[src/rtl/mult_ctrl.sv]
`default_nettype none
// ============================================================================
// Module   : mult_ctrl
// Brief    : Credit-based issue/collect controller for the 4-stage 64-bit
//            multiplier chain; optional perf counters via MULT_CTRL_PERF_EN.
// Revision : 1.0 - initial release
// ============================================================================
module mult_ctrl #(
  parameter int LATENCY    = 4,
  parameter int FIFO_DEPTH = 8,
  parameter int TAG_W      = 5
) (
  input  logic             clock,
  input  logic             reset,
  input  logic             req_valid,
  output logic             req_ready,
  input  logic [63:0]      req_mplier,
  input  logic [63:0]      req_mcand,
  input  logic [TAG_W-1:0] req_tag,
  output logic             pipe_start,
  output logic [63:0]      pipe_mplier,
  output logic [63:0]      pipe_mcand,
  output logic [63:0]      pipe_product,
  input  logic             pipe_done,
  input  logic [63:0]      pipe_result,
  output logic             resp_valid,
  input  logic             resp_ready,
  output logic [63:0]      resp_product,
  output logic [TAG_W-1:0] resp_tag
`ifdef MULT_CTRL_PERF_EN
  ,
  output logic [31:0]      perf_issued,
  output logic [31:0]      perf_stall
`endif
);

  localparam int c_CNT_W = $clog2(FIFO_DEPTH + 1);
  localparam int c_PTR_W = (FIFO_DEPTH > 1) ? $clog2(FIFO_DEPTH) : 1;
  localparam logic [c_CNT_W:0]   c_DEPTH_EXT = (c_CNT_W + 1)'(FIFO_DEPTH);
  localparam logic [c_CNT_W-1:0] c_DEPTH_CNT = c_CNT_W'(FIFO_DEPTH);
  localparam logic [c_PTR_W-1:0] c_PTR_LAST  = c_PTR_W'(FIFO_DEPTH - 1);

  logic [c_CNT_W-1:0] r_in_flight;
  logic [c_CNT_W-1:0] r_fifo_count;
  logic [c_CNT_W:0]   w_credits_used;
  logic               w_issue;
  logic               w_dec;
  logic               w_push;
  logic               w_pop;

  logic [LATENCY-1:0] r_tp_valid;
  logic [TAG_W-1:0]   r_tp_tag [LATENCY];

  logic [63+TAG_W:0]  r_mem [FIFO_DEPTH];
  logic [c_PTR_W-1:0] r_wr_ptr;
  logic [c_PTR_W-1:0] r_rd_ptr;

  function automatic logic [c_PTR_W-1:0] next_ptr(input logic [c_PTR_W-1:0] p);
    return (p == c_PTR_LAST) ? '0 : p + 1'b1;
  endfunction

  // Credits cover both results still in the chain and results parked in the FIFO.
  assign w_credits_used = {1'b0, r_in_flight} + {1'b0, r_fifo_count};
  assign req_ready      = reset | (w_credits_used < c_DEPTH_EXT);
  assign w_issue        = req_valid & req_ready & ~reset;

  assign pipe_start   = w_issue;
  assign pipe_mplier  = req_mplier;
  assign pipe_mcand   = req_mcand;
  assign pipe_product = 64'd0;

  assign resp_valid   = ~reset & (r_fifo_count != '0);
  assign resp_product = r_mem[r_rd_ptr][63+TAG_W:TAG_W];
  assign resp_tag     = r_mem[r_rd_ptr][TAG_W-1:0];

  assign w_pop  = resp_valid & resp_ready;
  assign w_push = pipe_done & ~reset & ((r_fifo_count != c_DEPTH_CNT) | w_pop);
  // A stray done at zero in-flight must not underflow the credit counter.
  assign w_dec  = pipe_done & ((r_in_flight != '0) | w_issue);

  always_ff @(posedge clock) begin
    if (reset) begin
      r_tp_valid <= '0;
    end else begin
      r_tp_valid[0] <= w_issue;
      for (int i = 1; i < LATENCY; i++) begin
        r_tp_valid[i] <= r_tp_valid[i-1];
      end
    end
  end

  always_ff @(posedge clock) begin
    r_tp_tag[0] <= req_tag;
    for (int i = 1; i < LATENCY; i++) begin
      r_tp_tag[i] <= r_tp_tag[i-1];
    end
  end

  always_ff @(posedge clock) begin
    if (reset) begin
      r_in_flight <= '0;
    end else begin
      case ({w_issue, w_dec})
        2'b10:   r_in_flight <= r_in_flight + 1'b1;
        2'b01:   r_in_flight <= r_in_flight - 1'b1;
        default: r_in_flight <= r_in_flight;
      endcase
    end
  end

  always_ff @(posedge clock) begin
    if (reset) begin
      r_fifo_count <= '0;
      r_wr_ptr     <= '0;
      r_rd_ptr     <= '0;
    end else begin
      case ({w_push, w_pop})
        2'b10:   r_fifo_count <= r_fifo_count + 1'b1;
        2'b01:   r_fifo_count <= r_fifo_count - 1'b1;
        default: r_fifo_count <= r_fifo_count;
      endcase
      if (w_push) r_wr_ptr <= next_ptr(r_wr_ptr);
      if (w_pop)  r_rd_ptr <= next_ptr(r_rd_ptr);
    end
  end

  always_ff @(posedge clock) begin
    if (w_push) r_mem[r_wr_ptr] <= {pipe_result, r_tp_tag[LATENCY-1]};
  end

  a_done_has_tag : assert property (@(posedge clock) disable iff (reset)
    pipe_done |-> r_tp_valid[LATENCY-1])
    else $error("pipe_done without a matching issued tag");

`ifdef MULT_CTRL_PERF_EN
  logic [31:0] r_perf_issued;
  logic [31:0] r_perf_stall;

  always_ff @(posedge clock) begin
    if (reset) begin
      r_perf_issued <= '0;
      r_perf_stall  <= '0;
    end else begin
      if (w_issue)                r_perf_issued <= r_perf_issued + 1'b1;
      if (req_valid & ~req_ready) r_perf_stall  <= r_perf_stall + 1'b1;
    end
  end

  assign perf_issued = r_perf_issued;
  assign perf_stall  = r_perf_stall;
`endif

endmodule
`default_nettype wire

[config.mk]
export PLATFORM = sky130hd
export DESIGN_NAME = mult_ctrl
export DESIGN_NICKNAME = d
export VERILOG_FILES = /design/src/rtl/mult_ctrl.sv
export SDC_FILE = /design/constraint.sdc
export NUM_CORES = 1
export LEC_CHECK = 0
export BUFFER_PORTS_ARGS = -buffer_cell sky130_fd_sc_hd__buf_4
export CORE_AREA = 2 2 233 235
export CTS_CLUSTER_DIAMETER = 60
export DETAILED_ROUTE_END_ITERATION = 8
export DIE_AREA = 0 0 235 237
export PLACE_DENSITY = 0.7
export SYNTH_ARGS = -nofsm -noshare
export SYNTH_HDL_FRONTEND = slang
export SYNTH_SLANG_ARGS = --single-unit
[constraint.sdc]
create_clock -name clock -period 9.6 [get_ports clock]
set_input_delay 0.96 -clock clock [delete_from_list [all_inputs] [get_ports clock]]
set_output_delay 0.96 -clock clock [all_outputs]
set_load 0.005 [all_outputs]
==> metrics.txt <==
status finished, final reports clean; startpoint type of the worst setup path register; Worst VDD drop 0.158 mV; post-synth top area cell edfxtp_1; Die Width 235 microns; Vias/cell 5.30; # DRC 0; crit path DAT 3.74 ns; share of layout cells above drive strength 1 0.378; Post-Synthesis Cells 1140; Placer Congestion between 0.7 and 0.8; Synth async-reset ratio 0; vias in the first global route 10.8k; Reg area 17300 sq um; DRT antenna net count 0; Total Wirelength 44200 microns; Row Count 85; Avg Inst Size Synth just over 20 sq um; Area contributors post-synth edfxtp_1, mux4_2, buf_4; worst r2r path cells 4; Post-CTS Setup Inserts 0; routed via count 10.3k; max_cap viols 0; largest net degree at the start of global routing 55; number of gates resized after cts 0; R2R Setup Slk 6.34 ns; minimum clock period between 4 and 5 ns; Hold Path Origin r_tp_tag[0][0]$_DFF_P_; clk root buf clkbuf_16; Synth Cell Area 23700 sq um; EDFF count, synth 552; Power Density 239 nW/um^2; synth warn 0; clock sink count 589; CTS H-Tree Depth 2; boundary pin count 466; Synth top area share 0.700; capture point of the worst reg-to-reg path r_mem[5][21]$_DFFE_PP_; crit share post-route 0.490; P_leak approximately 8.5 nW; endpoints failing hold 0; clk_lat worst skew ~0.6 ns; highest routed layer met5; GRT overflow 0; Setup Viol. Count Final 0; CTS tree built; Max Freq 0.213 GHz; worst hold path class register to register; Die ar. 55700 sq um; hold path depth 0; Port Buffers ~150; Filler cells 4209; area of the core 53300 sq um; fin. max-slew vios 0; CP Class register to output port; area grow syn2layout 10.8%; Final Core Density 0.492; drt first pass iters 5; hold_buf cts 0; reg2reg start r_fifo_count[1]$_SDFFE_PP0P_; Routed WL per cell ~23 microns; Worst-path clk slew 0.06 ns; post-synth cell types 44; Worst EP required between 8 and 9 ns; DP HPWL 24700 microns; die height 237 microns; initial drt markers approximately 560; initial antenna violation count 4; Worst setup EP type output port; Worst Path Max Fanout 54; Routed met1 length 18000 microns; #FFs+latches synth 589; unrepaired setup endpoints after global routing no; global-route total usage across every layer 0.159; Longest Clk Path Bufs 3; post-route clock skew between 0.015 and 0.02 ns; routed wl met3 about 3400 microns; area of the multi-input gates about 4900 sq um; hold path endpoint r_tp_tag[1][0]$_DFF_P_; Rel. slew slack 0.258; Seq/Total Area, Yosys 0.732; initial core utilization 0.444; routed length on met2 roughly 22000 microns; CTS Buf Count 59; Worst Max-Slew Pin Slew 1.11 ns; Post-synth top flop edfxtp_1; first-pass GRT wire length 66900 microns; Layout Nets 1407; Setup TNS 0 ns
## worst max path at each step
stage          depth (start not counted)                    end      start
2_1_floorplan                          3  r_mem[0][0]$_DFFE_PP_  pipe_done
3_3_place_gp                           5       resp_product[47]   register
3_5_place_dp                           5       resp_product[34]   register
4_1_cts                                5       resp_product[34]   register
5_1_grt                                5       resp_product[46]   register
6_report                               5       resp_product[34]   register
## cells by family after synthesis
family | count (synthesis) | share of synthesized area
flops | 589 | 0.732
fa+ha+maj | 14 | 0.00804
compound gates | 22 | 0.00693
mux | 210 | 0.165
simple gates | 53 | 0.0116
xor+xnor | 5 | 0.00185
other cells | 1 | 0.000158
buf+inv | 246 | 0.0743
## Yosys cell counts (8+ instances only)
library cell and number:
buf_1 9, mux2_2 69, ha_1 12, buf_4 192, mux4_2 138, buf_6 14
nor2_1 19, inv_1 9, edfxtp_1 552, dfxtp_1 37, buf_2 8, a21oi_1 8
clkbuf_1 14
## state kept, by name, indices dropped and copies added (netlist names), named ones only
signal / count
r_mem: 552
r_tp_tag: 20
r_fifo_count: 4
r_in_flight: 4
r_rd_ptr: 3
r_wr_ptr: 3
## worst max-delay path, cell delays in order, from the launching register on
cell and delay [ns]:
dfxtp_4 0.70, buf_4 0.73, buf_4 0.72, mux4_2 0.41, mux2_2 0.31, buf_4 0.15
## metal layers
layer  up-vias  GRT usage
met5         -    0.00433
met4         8     0.0489
met3        82     0.0525
met2       379      0.260
met1      5389      0.201
li1       4415          -
## per-stage QoR
step	hold WS (ns)	std cells	instance area (sq um)	setup slack, ns	power [W]
after global routing	0.329	1936	26200	4.62	0.00657
after detailed placement	0.312	1826	24300	5.45	0.00416
after CTS	0.327	1936	26200	4.79	0.00637
after floorplan	0.310	1203	23900	0.482	0.00387
after global placement	0.310	1826	24300	5.47	0.00414
final	0.326	1937	26200	4.90	0.00628
## where the power goes
group / switching (W) / leakage (nW) / internal, W
Clock: 0.000919 / 0.926 / 0.00129
Combinational: 0.000458 / 2.31 / 0.000651
Sequential: 0.0000921 / 5.30 / 0.00287
## cells in the final DEF, fill, tap and decap left out, types with 8 or more instances in the layout
| cell | count |
|---|---|
| mux4_2 | 138 |
| clkinv_2 | 10 |
| clkinv_1 | 12 |
| conb_1 | 64 |
| inv_1 | 9 |
| nor2_1 | 16 |
| a21oi_1 | 8 |
| dfxtp_1 | 34 |
| buf_4 | 164 |
| ha_1 | 12 |
| clkbuf_1 | 15 |
| edfxtp_1 | 552 |
| clkbuf_16 | 61 |
| mux2_2 | 69 |
## layout make-up
| class | instances | area share |
|---|---|---|
| repair buffers | 164 | 0.0469 |
| inverters | 9 | 0.00129 |
| diodes | 1 | 0.0000954 |
| clock inverters | 32 | 0.0103 |
| flip-flops and latches | 589 | 0.661 |
| well taps | 696 | 0.0332 |
| multi-input cells | 368 | 0.186 |
| clock buffers | 78 | 0.0614 |
No activity file was read; power rests on OpenSTA's default activity.
